**src/rtl/sweep_pkg.sv**
```systemverilog
// Shared definitions for the circuit1 exhaustive truth-table sweeper.
package sweep_pkg;

    localparam int unsigned VEC_COUNT = 16;
    localparam int unsigned VEC_W     = 4;
    localparam int unsigned SETTLE_W  = 4;

    typedef enum logic [1:0] {
        IDLE   = 2'd0,
        DRIVE  = 2'd1,
        SAMPLE = 2'd2,
        DONE   = 2'd3
    } state_t;

endpackage

```
**src/rtl/sweep_vec_counter.sv**
```systemverilog
// Vector index and settle-delay counter for the sweeper; exposes terminal-count flags.
import sweep_pkg::*;

module sweep_vec_counter #(
    parameter int unsigned SETTLE_CYCLES = 1
) (
    input  logic             clk,
    input  logic             rst,
    input  logic             clear,
    input  logic             load,
    input  logic             advance,
    input  logic             settle_tick,
    output logic [VEC_W-1:0] idx,
    output logic             settle_tc,
    output logic             idx_tc
);

    // The first vector gets one extra DRIVE cycle (the start-acceptance cycle),
    // so load uses the full count and each later vector reloads one less.
    localparam int unsigned RELOAD_I = (SETTLE_CYCLES == 0) ? 0 : SETTLE_CYCLES - 1;
    localparam logic [SETTLE_W-1:0] SETTLE_LOAD   = SETTLE_W'(SETTLE_CYCLES);
    localparam logic [SETTLE_W-1:0] SETTLE_RELOAD = SETTLE_W'(RELOAD_I);

    logic [SETTLE_W-1:0] settle;

    always_ff @(posedge clk) begin
        if (rst || clear) begin
            idx    <= '0;
            settle <= '0;
        end else if (load) begin
            idx    <= '0;
            settle <= SETTLE_LOAD;
        end else if (advance) begin
            idx    <= idx + 1'b1;
            settle <= SETTLE_RELOAD;
        end else if (settle_tick && (settle != '0)) begin
            settle <= settle - 1'b1;
        end
    end

    assign settle_tc = (settle == '0);
    assign idx_tc    = (idx == VEC_W'(VEC_COUNT - 1));

endmodule

```
**src/rtl/circuit1_sweeper.sv**
```systemverilog
// Drives all 16 input vectors into a 4-input combinational DUT and captures its truth table.
// Optional complement check of dut_out_n is enabled by CIRCUIT1_COMPLEMENT_CHECK_EN.
import sweep_pkg::*;

module circuit1_sweeper #(
    parameter int unsigned SETTLE_CYCLES = 1
) (
    input  logic                 clk,
    input  logic                 rst,
    input  logic                 start,
    input  logic                 abort,
    output logic                 a,
    output logic                 b,
    output logic                 c,
    output logic                 d,
    input  logic                 dut_out,
    input  logic                 dut_out_n,
    output logic                 busy,
    output logic                 done,
    output logic [VEC_COUNT-1:0] truth_table,
    output logic                 err,
    output logic [VEC_W-1:0]     err_index
);

    // With no settle time a vector goes straight from one SAMPLE to the next.
    localparam state_t NEXT_VEC = (SETTLE_CYCLES == 0) ? SAMPLE : DRIVE;

    state_t           state, state_n;
    logic [VEC_W-1:0] idx;
    logic             settle_tc, idx_tc;
    logic             cnt_clear, cnt_load, cnt_advance, cnt_tick;
    logic             accept, tt_we;

    sweep_vec_counter #(
        .SETTLE_CYCLES(SETTLE_CYCLES)
    ) u_cnt (
        .clk        (clk),
        .rst        (rst),
        .clear      (cnt_clear),
        .load       (cnt_load),
        .advance    (cnt_advance),
        .settle_tick(cnt_tick),
        .idx        (idx),
        .settle_tc  (settle_tc),
        .idx_tc     (idx_tc)
    );

    always_ff @(posedge clk) begin
        if (rst) state <= IDLE;
        else     state <= state_n;
    end

    always_comb begin
        state_n     = state;
        cnt_clear   = 1'b0;
        cnt_load    = 1'b0;
        cnt_advance = 1'b0;
        cnt_tick    = 1'b0;
        accept      = 1'b0;
        tt_we       = 1'b0;
        unique case (state)
            IDLE: begin
                if (start && !abort) begin
                    state_n  = DRIVE;
                    cnt_load = 1'b1;
                    accept   = 1'b1;
                end
            end
            DRIVE: begin
                if (abort) begin
                    state_n   = IDLE;
                    cnt_clear = 1'b1;
                end else if (settle_tc) begin
                    state_n = SAMPLE;
                end else begin
                    cnt_tick = 1'b1;
                end
            end
            SAMPLE: begin
                if (abort) begin
                    state_n   = IDLE;
                    cnt_clear = 1'b1;
                end else begin
                    tt_we = 1'b1;
                    if (idx_tc) begin
                        state_n   = DONE;
                        cnt_clear = 1'b1;
                    end else begin
                        state_n     = NEXT_VEC;
                        cnt_advance = 1'b1;
                    end
                end
            end
            DONE: state_n = IDLE;
            default: state_n = IDLE;
        endcase
    end

    always_comb begin
        busy         = (state == DRIVE) || (state == SAMPLE);
        done         = (state == DONE);
        {a, b, c, d} = busy ? idx : '0;
    end

    always_ff @(posedge clk) begin
        if (rst || accept) truth_table      <= '0;
        else if (tt_we)    truth_table[idx] <= dut_out;
    end

`ifdef CIRCUIT1_COMPLEMENT_CHECK_EN
    always_ff @(posedge clk) begin
        if (rst || accept) begin
            err       <= 1'b0;
            err_index <= '0;
        end else if (tt_we && !err && (dut_out_n == dut_out)) begin
            err       <= 1'b1;
            err_index <= idx;
        end
    end
`else
    logic unused_dut_out_n;
    assign unused_dut_out_n = dut_out_n;
    assign err              = 1'b0;
    assign err_index        = '0;
`endif

endmodule
```
**config.mk**
```make
export PLATFORM = sky130hd
export DESIGN_NAME = circuit1_sweeper
export DESIGN_NICKNAME = d
export VERILOG_FILES = /design/src/rtl/sweep_pkg.sv /design/src/rtl/sweep_vec_counter.sv /design/src/rtl/circuit1_sweeper.sv
export SDC_FILE = /design/constraint.sdc
export NUM_CORES = 1
export LEC_CHECK = 0
export ABC_AREA = 1
export BUFFER_PORTS_ARGS = -buffer_cell sky130_fd_sc_hd__buf_4
export CORE_MARGIN = 10
export CORE_UTILIZATION = 47
export CTS_CLUSTER_DIAMETER = 40
export DETAILED_ROUTE_END_ITERATION = 8
export HOLD_SLACK_MARGIN = 0.15
export MAX_ROUTING_LAYER = met4
export PLACE_DENSITY = 0.75
export SLEW_MARGIN = 20
export SYNTH_ARGS = -nofsm -noshare
export SYNTH_HDL_FRONTEND = slang
export SYNTH_SLANG_ARGS = --single-unit
```
**constraint.sdc**
```tcl
create_clock -name clk -period 1.2 [get_ports clk]
set_input_delay 0.12 -clock clk [delete_from_list [all_inputs] [get_ports clk]]
set_output_delay 0.12 -clock clk [all_outputs]
set_load 0.01 [all_outputs]
```
==> results_dict.tcl <==
set metrics [dict create \
    syn_inst 198 \
    post-route-period-util_pct 128 \
    crit_fanout 5 \
    min_period_ns 1.53 \
    worstSetupEndpointType "flip-flop" \
    cap_violations 0 \
    max_freq_mhz 652 \
    powerDensity_nw_per_um2 803 \
    clkLatencyLatePin_ns 0.33 \
    grtUsageTotal_pct 15.1 \
    nets 272 \
    start_util_pct 49.6 \
    clock_skew_ns 0.00255 \
    drtPass1Iterations 5 \
    synth-seq-area-share_pct 37.7 \
    start_kind "flip-flop" \
    synth_edf_count 0 \
    yosysUniqueCellTypes 17 \
    finalSetupTns_ns -7.03 \
    synthTopCellsByArea "dfxtp_1 (38%), a21oi_1 (9.8%), nand2_1 (9.3%)" \
    crit_type "reg -> reg" \
    final-max-slew-violation-count 0 \
    vdd_drop_max_uv 876 \
    hold_slack_ns 0.241 \
    numCtsBuffers 3 \
    final_antenna_net_count 0 \
    synth.top_cells.by_count "nand2_1 (34), inv_1 (29), a21oi_1 (27)" \
    dieArea_um2 5500 \
    num_rows 19 \
    worst_slack_ns -0.333 \
    worstPathArrival_ns 1.81 \
    avgSynthCellArea_um2 6.96 \
    synth_top_cell_area_share_pct 37.7 \
    drt_wl_total_um 4390 \
    overflow 0 \
    synth.most_common_cell "nand2_1" \
    die_height_um 74.2 \
    vias 1574 \
    root_buffer "clkbuf_4" \
    antenna_found_initial 0 \
    route.detailed.drc 0 \
    grt_pass1_wl_um 6490 \
    fp.dieW_um 74.2 \
    syn_to_final_growth_pct 54.5 \
    ioPinCount 33 \
    yosys_most_used_dff "dfxtp_1" \
    synthArstFlopShare_pct 0 \
    yosysWarnings 0 \
    htree_levels 1 \
    antenna_cells 0 \
    failed_checks "setup timing" \
    drtIter0Drc 127 \
    clock-sinks 26 \
    layout-drive-gt1-share_pct 47.5 \
    dp_hpwl_um 2620 \
    grt_max_degree 17 \
    min_path_type "in -> reg" \
    gp_congestion 0.919 \
    outcome "finished with violations" \
    synth_area_um2 1380 \
    rsz0062_at_grt "yes" \
    core_um2 2780 \
    synth.largest_area_cell "dfxtp_1" \
    synth_seq_cells 26 \
    cts_tree "yes" \
    vias_per_cell 5.50 \
    grt_pass1_vias 1422 \
    path_clk_slew_ns 0.13 \
    clockBufferDepth 2 \
    port_buffers 26 \
    power.leakage_nw 0.957 \
    crit_required_ns 1.48 \
    detail_route.wl_per_cell_um 15.3 \
    hold_viol 0 \
    setup_violations 32 \
]
[area by class of cell]
type	count	area (µm²)
multi-input combinational	136	911
fill	192	651
sequential	26	526
timing repair buffer	59	499
inverter	31	134
tap	31	38.8
clock buffer	3	22.5
[per-layer routing]
metal  part of all wire (%)  routed length (µm)  GRT usage, %  up-vias
li1                       -                   -             -      744
met3                    8.3                 366          4.26       17
met4                    2.5                 108          6.83        0
met5                      0                   0             -        -
met1                     42                1840          17.7      733
met2                     47                2080          23.5       80
[per-stage QoR]
stage                     worst slack, ns  util (%)  total power, mW  instance area [µm²]  instances
after global routing               -0.381      76.6             1.78                 2130        286
after detailed placement           -0.142      62.8             1.21                 1750        271
after CTS                          -0.246      72.6             1.66                 2020        286
final                              -0.333      76.6             1.71                 2130        286
after floorplan                  -0.00753         -             1.08                 1400        202
after global placement             -0.135      62.8             1.21                 1750        271
[cells by family after synthesis]
family | Yosys count | synth area share (%)
adder cells (fa/ha/maj) | 9 | 8.17
XOR/XNOR | 1 | 0.635
buffers and inverters | 40 | 12.7
other | 1 | 0.272
flip-flops | 26 | 37.7
AND/OR/NAND/NOR | 74 | 23.4
AO/OA/AOI/OAI | 47 | 17.1
[report_power, final]
group	internal, mW	switching (mW)	total [mW]
combinational	0.200	0.237	0.437
clock	0.118	0.262	0.380
sequential	0.880	0.0122	0.892
[cell usage in the layout (no fill, tap or decap), drive strengths merged]
master / n
a21oi: 27
xnor2: 1
inv: 30
conb: 5
nand3: 24
o21ai: 20
clkinv: 1
dfxtp: 26
ha: 9
nand2: 36
dlygate4sd3: 4
nor2: 14
clkbuf: 3
buf: 55
[flip-flops by register name (all words and copies together), names as in the netlist]
register,count
u_cnt.settle,4
u_cnt.idx,4
state,2
truth_table,16
[worst max-delay path: stages (launching register included)]
cell and delay (ns):
dfxtp_2 0.36, buf_4 0.11, ha_2 0.17, inv_2 0.05, nor2_4 0.16, buf_6 0.17, nand2_4 0.08, inv_4 0.08
nand3_1 0.12, a21oi_2 0.16
[final timing paths]
check | from | end | slack, ns | cells after the start
worst max-delay path | state[1]$_SDFFE_PP0P_ | truth_table[11]$_SDFFE_PP0P_ | -0.33 | 9
worst min-delay path | abort | u_cnt.settle[2]$_SDFFE_PP0P_ | 0.24 | 6
worst max register to register | state[1]$_SDFFE_PP0P_ | truth_table[11]$_SDFFE_PP0P_ | -0.33 | 9
worst min register to register | truth_table[15]$_SDFFE_PP0P_ | truth_table[15]$_SDFFE_PP0P_ | 0.48 | 2
[timing repair]
| item | CTS | global route |
|---|---|---|
| endpoints found under the hold margin | 19 | 0 |
| endpoints found under the setup margin | 32 | 32 |
| gates resized for setup | 66 | 34 |
| hold buffers | 4 | 0 |
| buffers inserted | 8 | 0 |
| pin swaps | 17 | 8 |
(Power assumes the default switching activity.)
